<file path="src/rtl/stack_pkg.sv">
// Shared types and defaults for the stack arbiter: FSM state encoding,
// default geometry and the error-flag value reported on a rejected op.
package stack_pkg;

    typedef enum logic [2:0] {
        IDLE     = 3'd0,
        PUSH     = 3'd1,
        POP_RD   = 3'd2,
        POP_WAIT = 3'd3,
        RESP     = 3'd4
    } state_t;

    localparam int DW_DEF    = 32;
    localparam int AW_DEF    = 16;
    localparam int DEPTH_DEF = 1024;

    // Value driven on req_err for push-while-full / pop-while-empty.
    localparam logic ERR = 1'b1;

endpackage

</file>
<file path="src/rtl/stack_arbiter_rr.sv">
// Combinational round-robin picker: first set request at or after ptr,
// wrapping around, returned as a one-hot grant plus its encoded index.
module rr_arbiter #(
    parameter int NREQ = 2,
    parameter int IW   = $clog2(NREQ)
) (
    input  logic [NREQ-1:0] req,
    input  logic [IW-1:0]   ptr,
    output logic [NREQ-1:0] grant,
    output logic [IW-1:0]   grant_idx,
    output logic            grant_any
);

    logic [NREQ-1:0] hi_mask;
    logic [NREQ-1:0] req_hi;
    logic [NREQ-1:0] pick;

    genvar gi, gb;

    generate
        for (gi = 0; gi < NREQ; gi++) begin : g_mask
            assign hi_mask[gi] = (IW'(gi) >= ptr);
        end
    endgenerate

    // Requests at or above the pointer win; otherwise wrap to the lowest one.
    assign req_hi    = req & hi_mask;
    assign pick      = (req_hi != '0) ? req_hi : req;
    assign grant     = pick & (~pick + 1'b1);
    assign grant_any = |req;

    generate
        for (gb = 0; gb < IW; gb++) begin : g_enc
            logic [NREQ-1:0] sel;
            for (gi = 0; gi < NREQ; gi++) begin : g_sel
                if (((gi >> gb) & 1) != 0) begin : g_on
                    assign sel[gi] = grant[gi];
                end else begin : g_off
                    assign sel[gi] = 1'b0;
                end
            end
            assign grant_idx[gb] = |sel;
        end
    endgenerate

endmodule

</file>
<file path="src/rtl/stack_arbiter.sv">
// Shares one synchronous-read stack RAM between NREQ requesters: round-robin
// grant, full/empty checking, stack pointer and RAM access sequencing.
module stack_arbiter
    import stack_pkg::*;
#(
    parameter int NREQ  = 2,
    parameter int DW    = DW_DEF,
    parameter int AW    = AW_DEF,
    parameter int DEPTH = DEPTH_DEF
) (
    input  logic                    clock,
    input  logic                    reset_n,
    input  logic [NREQ-1:0]         req_valid,
    input  logic [NREQ-1:0]         req_push,
    input  logic [NREQ*DW-1:0]      req_wdata,
    input  logic                    flush,
    output logic [NREQ-1:0]         req_ack,
    output logic                    req_err,
    output logic [DW-1:0]           req_rdata,
    output logic [$clog2(NREQ)-1:0] grant_id,
    output logic                    mem_we,
    output logic [AW-1:0]           mem_addr,
    output logic [DW-1:0]           mem_wdata,
    output logic                    mem_re,
    input  logic [DW-1:0]           mem_rdata,
    output logic [AW-1:0]           stack_count,
    output logic                    stack_full,
    output logic                    stack_empty
);

    localparam int IW = $clog2(NREQ);

    state_t          state_reg;
    state_t          state_next;
    logic [AW-1:0]   count_reg;
    logic [IW-1:0]   rr_ptr_reg;
    logic [IW-1:0]   id_reg;
    logic            flush_pend_reg;
    logic [NREQ-1:0] req_ack_reg;
    logic            req_err_reg;
    logic [DW-1:0]   req_rdata_reg;
    logic            mem_we_reg;
    logic            mem_re_reg;
    logic [AW-1:0]   mem_addr_reg;
    logic [DW-1:0]   mem_wdata_reg;

    logic [NREQ-1:0] win_grant;
    logic [IW-1:0]   win_idx;
    logic            win_any;
    logic [DW-1:0]   wdata_arr [NREQ];
    logic [DW-1:0]   win_wdata;
    logic [NREQ-1:0] id_onehot;
    logic [NREQ-1:0] ack_vec;
    logic            grant_err;
    logic            full;
    logic            empty;

    genvar gi;

    rr_arbiter #(
        .NREQ (NREQ),
        .IW   (IW)
    ) u_rr (
        .req       (req_valid),
        .ptr       (rr_ptr_reg),
        .grant     (win_grant),
        .grant_idx (win_idx),
        .grant_any (win_any)
    );

    generate
        for (gi = 0; gi < NREQ; gi++) begin : g_req
            assign wdata_arr[gi] = req_wdata[gi*DW +: DW];
            assign id_onehot[gi] = (id_reg == IW'(gi));
        end
    endgenerate

    assign win_wdata = wdata_arr[win_idx];
    assign full      = (count_reg == AW'(DEPTH));
    assign empty     = (count_reg == '0);

    // An error response leaves IDLE straight for RESP, before id_reg is loaded.
    assign ack_vec = (state_reg == IDLE) ? win_grant : id_onehot;

    always_comb begin
        state_next = state_reg;
        grant_err  = 1'b0;
        case (state_reg)
            IDLE: begin
                if (!flush && win_any) begin
                    if (req_push[win_idx] ? full : empty) begin
                        state_next = RESP;
                        grant_err  = ERR;
                    end else if (req_push[win_idx]) begin
                        state_next = PUSH;
                    end else begin
                        state_next = POP_RD;
                    end
                end
            end
            PUSH:     state_next = RESP;
            POP_RD:   state_next = POP_WAIT;
            POP_WAIT: state_next = RESP;
            RESP:     state_next = IDLE;
            default:  state_next = IDLE;
        endcase
    end

    always_ff @(posedge clock or negedge reset_n) begin
        if (!reset_n) begin
            state_reg      <= IDLE;
            count_reg      <= '0;
            rr_ptr_reg     <= '0;
            id_reg         <= '0;
            flush_pend_reg <= 1'b0;
            req_ack_reg    <= '0;
            req_err_reg    <= 1'b0;
            req_rdata_reg  <= '0;
            mem_we_reg     <= 1'b0;
            mem_re_reg     <= 1'b0;
            mem_addr_reg   <= '0;
            mem_wdata_reg  <= '0;
        end else begin
            state_reg <= state_next;

            if (state_reg == IDLE && state_next != IDLE) begin
                id_reg <= win_idx;
            end

            case (state_reg)
                IDLE:    if (flush) count_reg <= '0;
                PUSH:    count_reg <= count_reg + 1'b1;
                POP_RD:  count_reg <= count_reg - 1'b1;
                RESP:    if (flush || flush_pend_reg) count_reg <= '0;
                default: ;
            endcase

            // A flush seen mid-transaction is held until the op has acked.
            if (state_reg == RESP) begin
                flush_pend_reg <= 1'b0;
            end else if (state_reg != IDLE && flush) begin
                flush_pend_reg <= 1'b1;
            end

            if (state_reg == RESP) begin
                rr_ptr_reg <= (id_reg == IW'(NREQ - 1)) ? '0 : id_reg + 1'b1;
            end

            // Outputs are loaded from the next state so they line up with it.
            mem_we_reg    <= (state_next == PUSH);
            mem_re_reg    <= (state_next == POP_RD);
            mem_wdata_reg <= (state_next == PUSH) ? win_wdata : '0;
            if (state_next == PUSH) begin
                mem_addr_reg <= count_reg;
            end else if (state_next == POP_RD) begin
                mem_addr_reg <= count_reg - 1'b1;
            end else begin
                mem_addr_reg <= '0;
            end

            req_ack_reg   <= (state_next == RESP) ? ack_vec : '0;
            req_err_reg   <= (state_next == RESP) && grant_err;
            req_rdata_reg <= (state_next == RESP && state_reg == POP_WAIT) ? mem_rdata : '0;
        end
    end

    assign req_ack     = req_ack_reg;
    assign req_err     = req_err_reg;
    assign req_rdata   = req_rdata_reg;
    assign grant_id    = id_reg;
    assign mem_we      = mem_we_reg;
    assign mem_re      = mem_re_reg;
    assign mem_addr    = mem_addr_reg;
    assign mem_wdata   = mem_wdata_reg;
    assign stack_count = count_reg;
    assign stack_full  = full;
    assign stack_empty = empty;

endmodule

</file>
<file path="config.mk">
export PLATFORM = sky130hd
export DESIGN_NAME = stack_arbiter
export DESIGN_NICKNAME = d
export VERILOG_FILES = /design/src/rtl/stack_pkg.sv /design/src/rtl/stack_arbiter_rr.sv /design/src/rtl/stack_arbiter.sv
export SDC_FILE = /design/constraint.sdc
export NUM_CORES = 1
export LEC_CHECK = 0
export CAP_MARGIN = 0
export CORE_ASPECT_RATIO = 0.6
export CORE_MARGIN = 1.5
export CORE_UTILIZATION = 29
export CTS_CLUSTER_SIZE = 10
export DETAILED_ROUTE_END_ITERATION = 8
export PLACE_DENSITY_LB_ADDON = 0.1
export RECOVER_POWER = 50
export SKIP_CTS_REPAIR_TIMING = 1
export SLEW_MARGIN = 15
export SYNTH_ARGS = -nofsm -noshare
export SYNTH_HDL_FRONTEND = slang
export SYNTH_SLANG_ARGS = --single-unit
export TNS_END_PERCENT = 1
</file>
<file path="constraint.sdc">
create_clock -name clock -period 3.2 [get_ports clock]
set_input_delay 0.32 -clock clock [delete_from_list [all_inputs] [get_ports clock]]
set_output_delay 0.32 -clock clock [all_outputs]
set_load 0.05 [all_outputs]
</file>
* Word level (Yosys, flattened, before mapping)
Cells that the tools add are included.
** Storage, ports and cells
- Register bits :: 107
- Bits of input ports :: 103
- Output and inout port bits :: 104
** Operators by class
- $add $sub $neg :: 4
- $lt $le $gt $ge :: 4
- Eq/ne operators :: 10
- Muxes and demuxes :: 26
- Bitwise gates (word level) :: 5
- Reductions and logical operators :: 17
** Operator list (count)
- 32-bit two-way mux :: 5
- 16-bit two-way mux :: 4
- 16-bit case mux with 4 select lines :: 1
- 16-bit by 1-bit adder with 16-bit output (second input constant) :: 1
- 16-bit by 11-bit == test with 1-bit output (second input constant) :: 1
- 16-bit zero test :: 1
- 16-bit by 1-bit subtractor with 16-bit output (second input constant) :: 1
- 3-bit by 2-bit == test with 1-bit output (second input constant) :: 3
- 1-bit two-way mux :: 9
- 3-bit case mux with 3 select lines :: 1
- 2-bit two-way mux :: 4
- 3-bit by 1-bit == test with 1-bit output (second input constant) :: 2
- 3-bit == test (second input constant) :: 2
- 3-bit two-way mux :: 2
- 3-bit nonzero test :: 2
- 1-bit logical AND :: 5
- 2-bit bitwise AND :: 2
- 2-bit inequality test (second input constant) :: 2
- 2-bit nonzero test :: 2
- 4-bit nonzero test :: 1
- 2-bit OR reduction :: 2
- 3-bit zero test :: 1
- 3-bit AND reduction :: 1
- 2-bit by 1-bit adder with 2-bit output (second input constant) :: 1
- other kinds (9) :: 10

* Logic depth before layout (Yosys ltp)
- Depth in word-level cells :: 16
- Gate-level depth with buffers :: 10
- Depth with buffers taken out :: 7

* By module
A second synthesis with hierarchy kept.
** Unflattened totals
- Cells, all modules :: 459
- Area total of the unflattened synthesis :: 4951.0 um^2
** Modules (own cells, without submodules)
- stack_arbiter :: instances 1, cells each 454, area each 4918.5 um^2, seq. area each 2677.6 um^2
- rr_arbiter :: instances 1, cells each 5, area each 32.5 um^2, seq. area each 0.0 um^2

* Least setup slack after synthesis
OpenSTA, ideal clock, no wires.
- Kind :: register -> output
- Start :: register count_reg[7], in the netlist stack_count[7]
- End :: output port stack_empty
- Arrival time :: 2868 ps
- Data required time :: 2880 ps
- Path slack :: 12 ps
- Cell stages (with the launch flop) :: 4
- Buffers on the path :: 1
- Path through :: dfrtp_1 > clkbuf_1 > or4_1 > nor4_1
** On the way
- Cells in the longest elaborated chain, start to end :: 1
** Ends and longest elaborated chain
- start, declared :: line stack_arbiter.sv:35 : logic [AW-1:0] count_reg;
- start signal, assigned :: line stack_arbiter.sv:132 : PUSH: count_reg <= count_reg + 1'b1;
- start signal, assigned :: line stack_arbiter.sv:133 : POP_RD: count_reg <= count_reg - 1'b1;
- 16-bit zero test :: line stack_arbiter.sv:80 : assign empty = (count_reg == '0);
- end, declared :: line stack_arbiter.sv:28 : output logic stack_empty
Every way passes these cells.

* Worst setup path after layout
- Start :: register state_reg[0]
- End :: register count_reg[3], in the netlist stack_count[3]
** On the way
- Cells in the longest elaborated chain, start to end :: 3
** Ends and longest elaborated chain
- start, declared :: line stack_arbiter.sv:33 : state_t state_reg;
- start signal, assigned :: line stack_arbiter.sv:124 : state_reg <= state_next;
- 3-bit == test (tied with other cells) :: line stack_arbiter.sv:130 : case (state_reg)
- 2-bit inequality test (no line) / 4-bit nonzero test (equally long branches)
- 3-bit AND reduction (no line)
Several ways; a longest one is shown, not always the timed one.
A chain may end at the register's enable or synchronous reset.

==> key figures <==
Hold path
  • Worst Hold Depth: 3
  • Worst hold path endpoint: mem_wdata[28]$_DFF_PN0_
  • Worst hold path startpoint: req_wdata[60]
  • Worst hold path type: input port to flop

Setup path
  • WP data arrival: 3.01 ns
  • Launch point of the worst reg-to-reg path: state_reg[0]$_DFF_PN0_
  • Cells on worst reg2reg path: 5
  • Worst Path Max Fanout: 16
  • RR Endpoint: stack_count[3]$_DFFE_PN0P_
  • Worst setup SP type: flop
  • Worst Path Class, Setup: flop to flop
  • Critical Path End Type: flop
  • CP required: 3.45 ns
  • Reg2reg setup slack: 0.45 ns

Cells and area
  • Area Growth Syn to Fin: 53.7%
  • Cell Count, Final, Fillers Out: 940
  • Layout cells sized above 1: 6.32%
  • ANT cells: 0
  • Nets: 813

Detailed routing
  • Via count: 4598
  • ANT nets after route: 0
  • DRT Pass-1 Iters: 4
  • Via density per instance: 4.89
  • Remaining DRCs: 0
  • Drt total wl: 16100 µm
  • Drt wl/cell: 17.1 µm
  • Drt first-iter violations: 423

Synth
  • Seq/Total Area, Yosys: 54.8%
  • Synth area leaders: dfrtp_1 55%, nand2_1 6.1%, a21oi_1 5.0%
  • Synth Area in Simple Gates: 24.4%
  • Multiplexer share of the synthesized area: 0.641%
  • Avg Cell Area, Syn: ~9.6 µm²
  • Number of cells produced by synthesis: a little over 500
  • Post-synth EDFFs: 0
  • Adder-cell share of the synthesized area: 0.769%
  • Share of the synthesized area in the top cell type: between 50% and 60%
  • Cell taking the most area after synthesis: dfrtp_1
  • Post-synthesis compound-gate area fraction: 14.7%
  • Post-Syn Nets: about 600
  • Xor/xnor share of the synthesized area: less than 1%
  • Yosys cell types: 52
  • Post-synthesis cell area: 0.00488 mm²
  • Dominant synthesized flop cell: dfrtp_1
  • Seq cells post-synth: 107
  • Largest family of logic cells by synthesized area: simple AND/OR/NAND/NOR gates
  • Yosys synthesis warning count: 0
  • Async set-or-reset flop fraction in the synthesized netlist: between 90% and 100%

Clocking
  • H-tree depth: 3
  • CTS tree: done
  • Root Driver: clkbuf_16
  • CTS Sinks: approximately 110
  • Clock tree buffer depth: 2
  • Worst-skew pair later-pin latency: around 0.36 ns
  • CTS buffer count: 9
  • Clk slew on worst S/H paths: 0.08 ns

STA
  • Final setup viols: 0
  • Peak Freq: 0.364 GHz
  • Fin Setup TNS: 0 ns
  • Worst Skew: approximately 0.009 ns
  • RSZ-0062 raised after global routing: no
  • Final worst-path cycle share: 86.0%
  • Relative slew slack: -32.6%
  • Min cycle time layout: 2.75 ns
  • Max-slew violation count: around 80
  • Endpoints failing hold: 0
  • Least-Margin Pin Slew: 1.99 ns

Placement
  • PortBufs: between 200 and 250
  • Routability Congestion: 0.898
  • Cells after DPL: 924
  • Detail Placement HPWL: 11400 µm

Power
  • Power Dens Cells: 808 mW/mm²
  • IR drop worst, VDD: 0.000294 V
  • Leak: approximately 3.5 nW
  • Sequential Power Share: 29.8%
  • Internal Pwr Total: 3.20 mW
  • Sw Share: between 40 and 50%
  • Clock power share: 18.4%
  • Combinational group share of total power: 51.8%
  • Psw: 2.86 mW

GRT
  • Global-route wire length before repair: 25000 µm
  • Total gr overflow: 0
  • Pin count of the biggest net entering global routing: 78
  • Antenna violations before repair: 0
  • Global Route Usage Sum: 18.5%
  • Vias in the first global route: 4382

Floorplanning
  • Die Span Y: 104 µm
  • Die area: ~0.018 mm²
  • Row cnt: 36
  • IO Count: roughly 210
  • Die Wd: approximately 170 µm
  • Initial core utilization: 29.9%
  • Core Region: 0.0164 mm²

Run
  • MaxCap Viol Count: 1

Outcome
  • Status: complete, but fails checks
  • Failing checks: capacitance limit, slew limit
-- power groups by stage --
stage	registers (mW)	logic [mW]	clock network [mW]
after floorplan	2.50	1.36	0
after global placement	1.82	3.12	0
after detailed placement	1.83	3.15	0
after CTS	1.80	3.16	1.16
after global routing	1.84	3.37	1.22
final	1.81	3.14	1.11
-- worst max-delay path: stages, from the launching register on --
cell      delay (ns)
dfrtp_1         0.49
nor2b_1         0.91
nand2b_1        0.67
o22ai_1         0.29
nor2_1          0.07
a21oi_1         0.21
-- synthesized netlist by cell type, drive strengths merged (2+ instances only) --
cell type / count
nor2b: 3
nand2b: 8
o21a: 3
nand4: 9
a22oi: 3
nand3: 13
o21ai: 7
nor2: 36
mux2i: 2
or2: 2
a31oi: 7
or3: 3
a221o: 2
clkbuf: 36
a21oi: 49
a221oi: 5
o31ai: 2
dfrtp: 107
nand2: 79
o21bai: 2
a211o: 7
ha: 3
o22ai: 7
nor3: 18
and4: 2
and2: 2
a21o: 6
and3: 36
nor4b: 2
o32ai: 2
or4: 4
buf: 6
inv: 9
xnor2: 2
a211oi: 6
nor3b: 4
nor4: 8
-- metrics by stage --
step	utilization, %	hold WS (ns)	setup WS, ns	total power [mW]	cell area [µm²]
finish	45.9	0.504	0.449	6.06	7500
global route	45.9	0.490	0.177	6.42	7500
CTS	46.0	0.177	0.0584	6.13	7520
detailed placement	44.2	0.530	0.463	4.98	7220
global placement	44.2	0.528	0.523	4.95	7220
floorplan	-	0.0244	0.0120	3.86	4880
-- routing by layer --
| layer | vias up | track usage [%] | share of wire [%] |
|---|---|---|---|
| met3 | 16 | 7.15 | 11 |
| li1 | 2199 | - | - |
| met5 | - | 0 | 0 |
| met4 | 0 | 5.88 | 1.7 |
| met2 | 210 | 25.9 | 42 |
| met1 | 2173 | 26.0 | 45 |
-- placed cells by master (no fill, tap or decap), types with 8 or more instances in the layout --
| cell | count |
|---|---|
| clkdlybuf4s50_1 | 187 |
| dfrtp_1 | 107 |
| nand2_1 | 79 |
| a21oi_1 | 49 |
| and3_1 | 36 |
| nor2_1 | 35 |
| buf_4 | 18 |
| nor3_1 | 17 |
| dlygate4sd3_1 | 16 |
| nand3_1 | 13 |
| clkbuf_16 | 9 |
| inv_1 | 8 |
| nand2b_1 | 8 |
| nand4_1 | 8 |
-- how the worst max path moves through the flow --
| stage | start | end | slack, ns | cells past startpoint |
|---|---|---|---|---|
| global placement | stack_count[8]$_DFFE_PN0P_ | stack_full | 0.52 | 4 |
| detailed placement | stack_count[8]$_DFFE_PN0P_ | stack_full | 0.46 | 4 |
| CTS | stack_count[8]$_DFFE_PN0P_ | stack_full | 0.06 | 4 |
| floorplan | stack_count[7]$_DFFE_PN0P_ | stack_empty | 0.01 | 3 |
| global route | state_reg[0]$_DFF_PN0_ | stack_count[3]$_DFFE_PN0P_ | 0.18 | 5 |
| finish | state_reg[0]$_DFF_PN0_ | stack_count[3]$_DFFE_PN0P_ | 0.45 | 5 |
-- area by class of cell --
type / instances / area (µm²)
multi-input cells: 352 / 2000
inverters: 9 / 33.8
clock buffers: 9 / 225
flip-flops and latches: 107 / 2680
well taps: 228 / 285
clock inverters: 7 / 70.1
repair buffers: 228 / 2210
fillers: 1554 / 8850
-- logic make-up after synthesis --
logic type | Yosys count
buf+inv | 51
compound gates | 113
fa+ha+maj | 3
mux | 3
simple gates | 231
flops | 107
xor+xnor | 2
No activity file was read; power rests on OpenSTA's default activity.
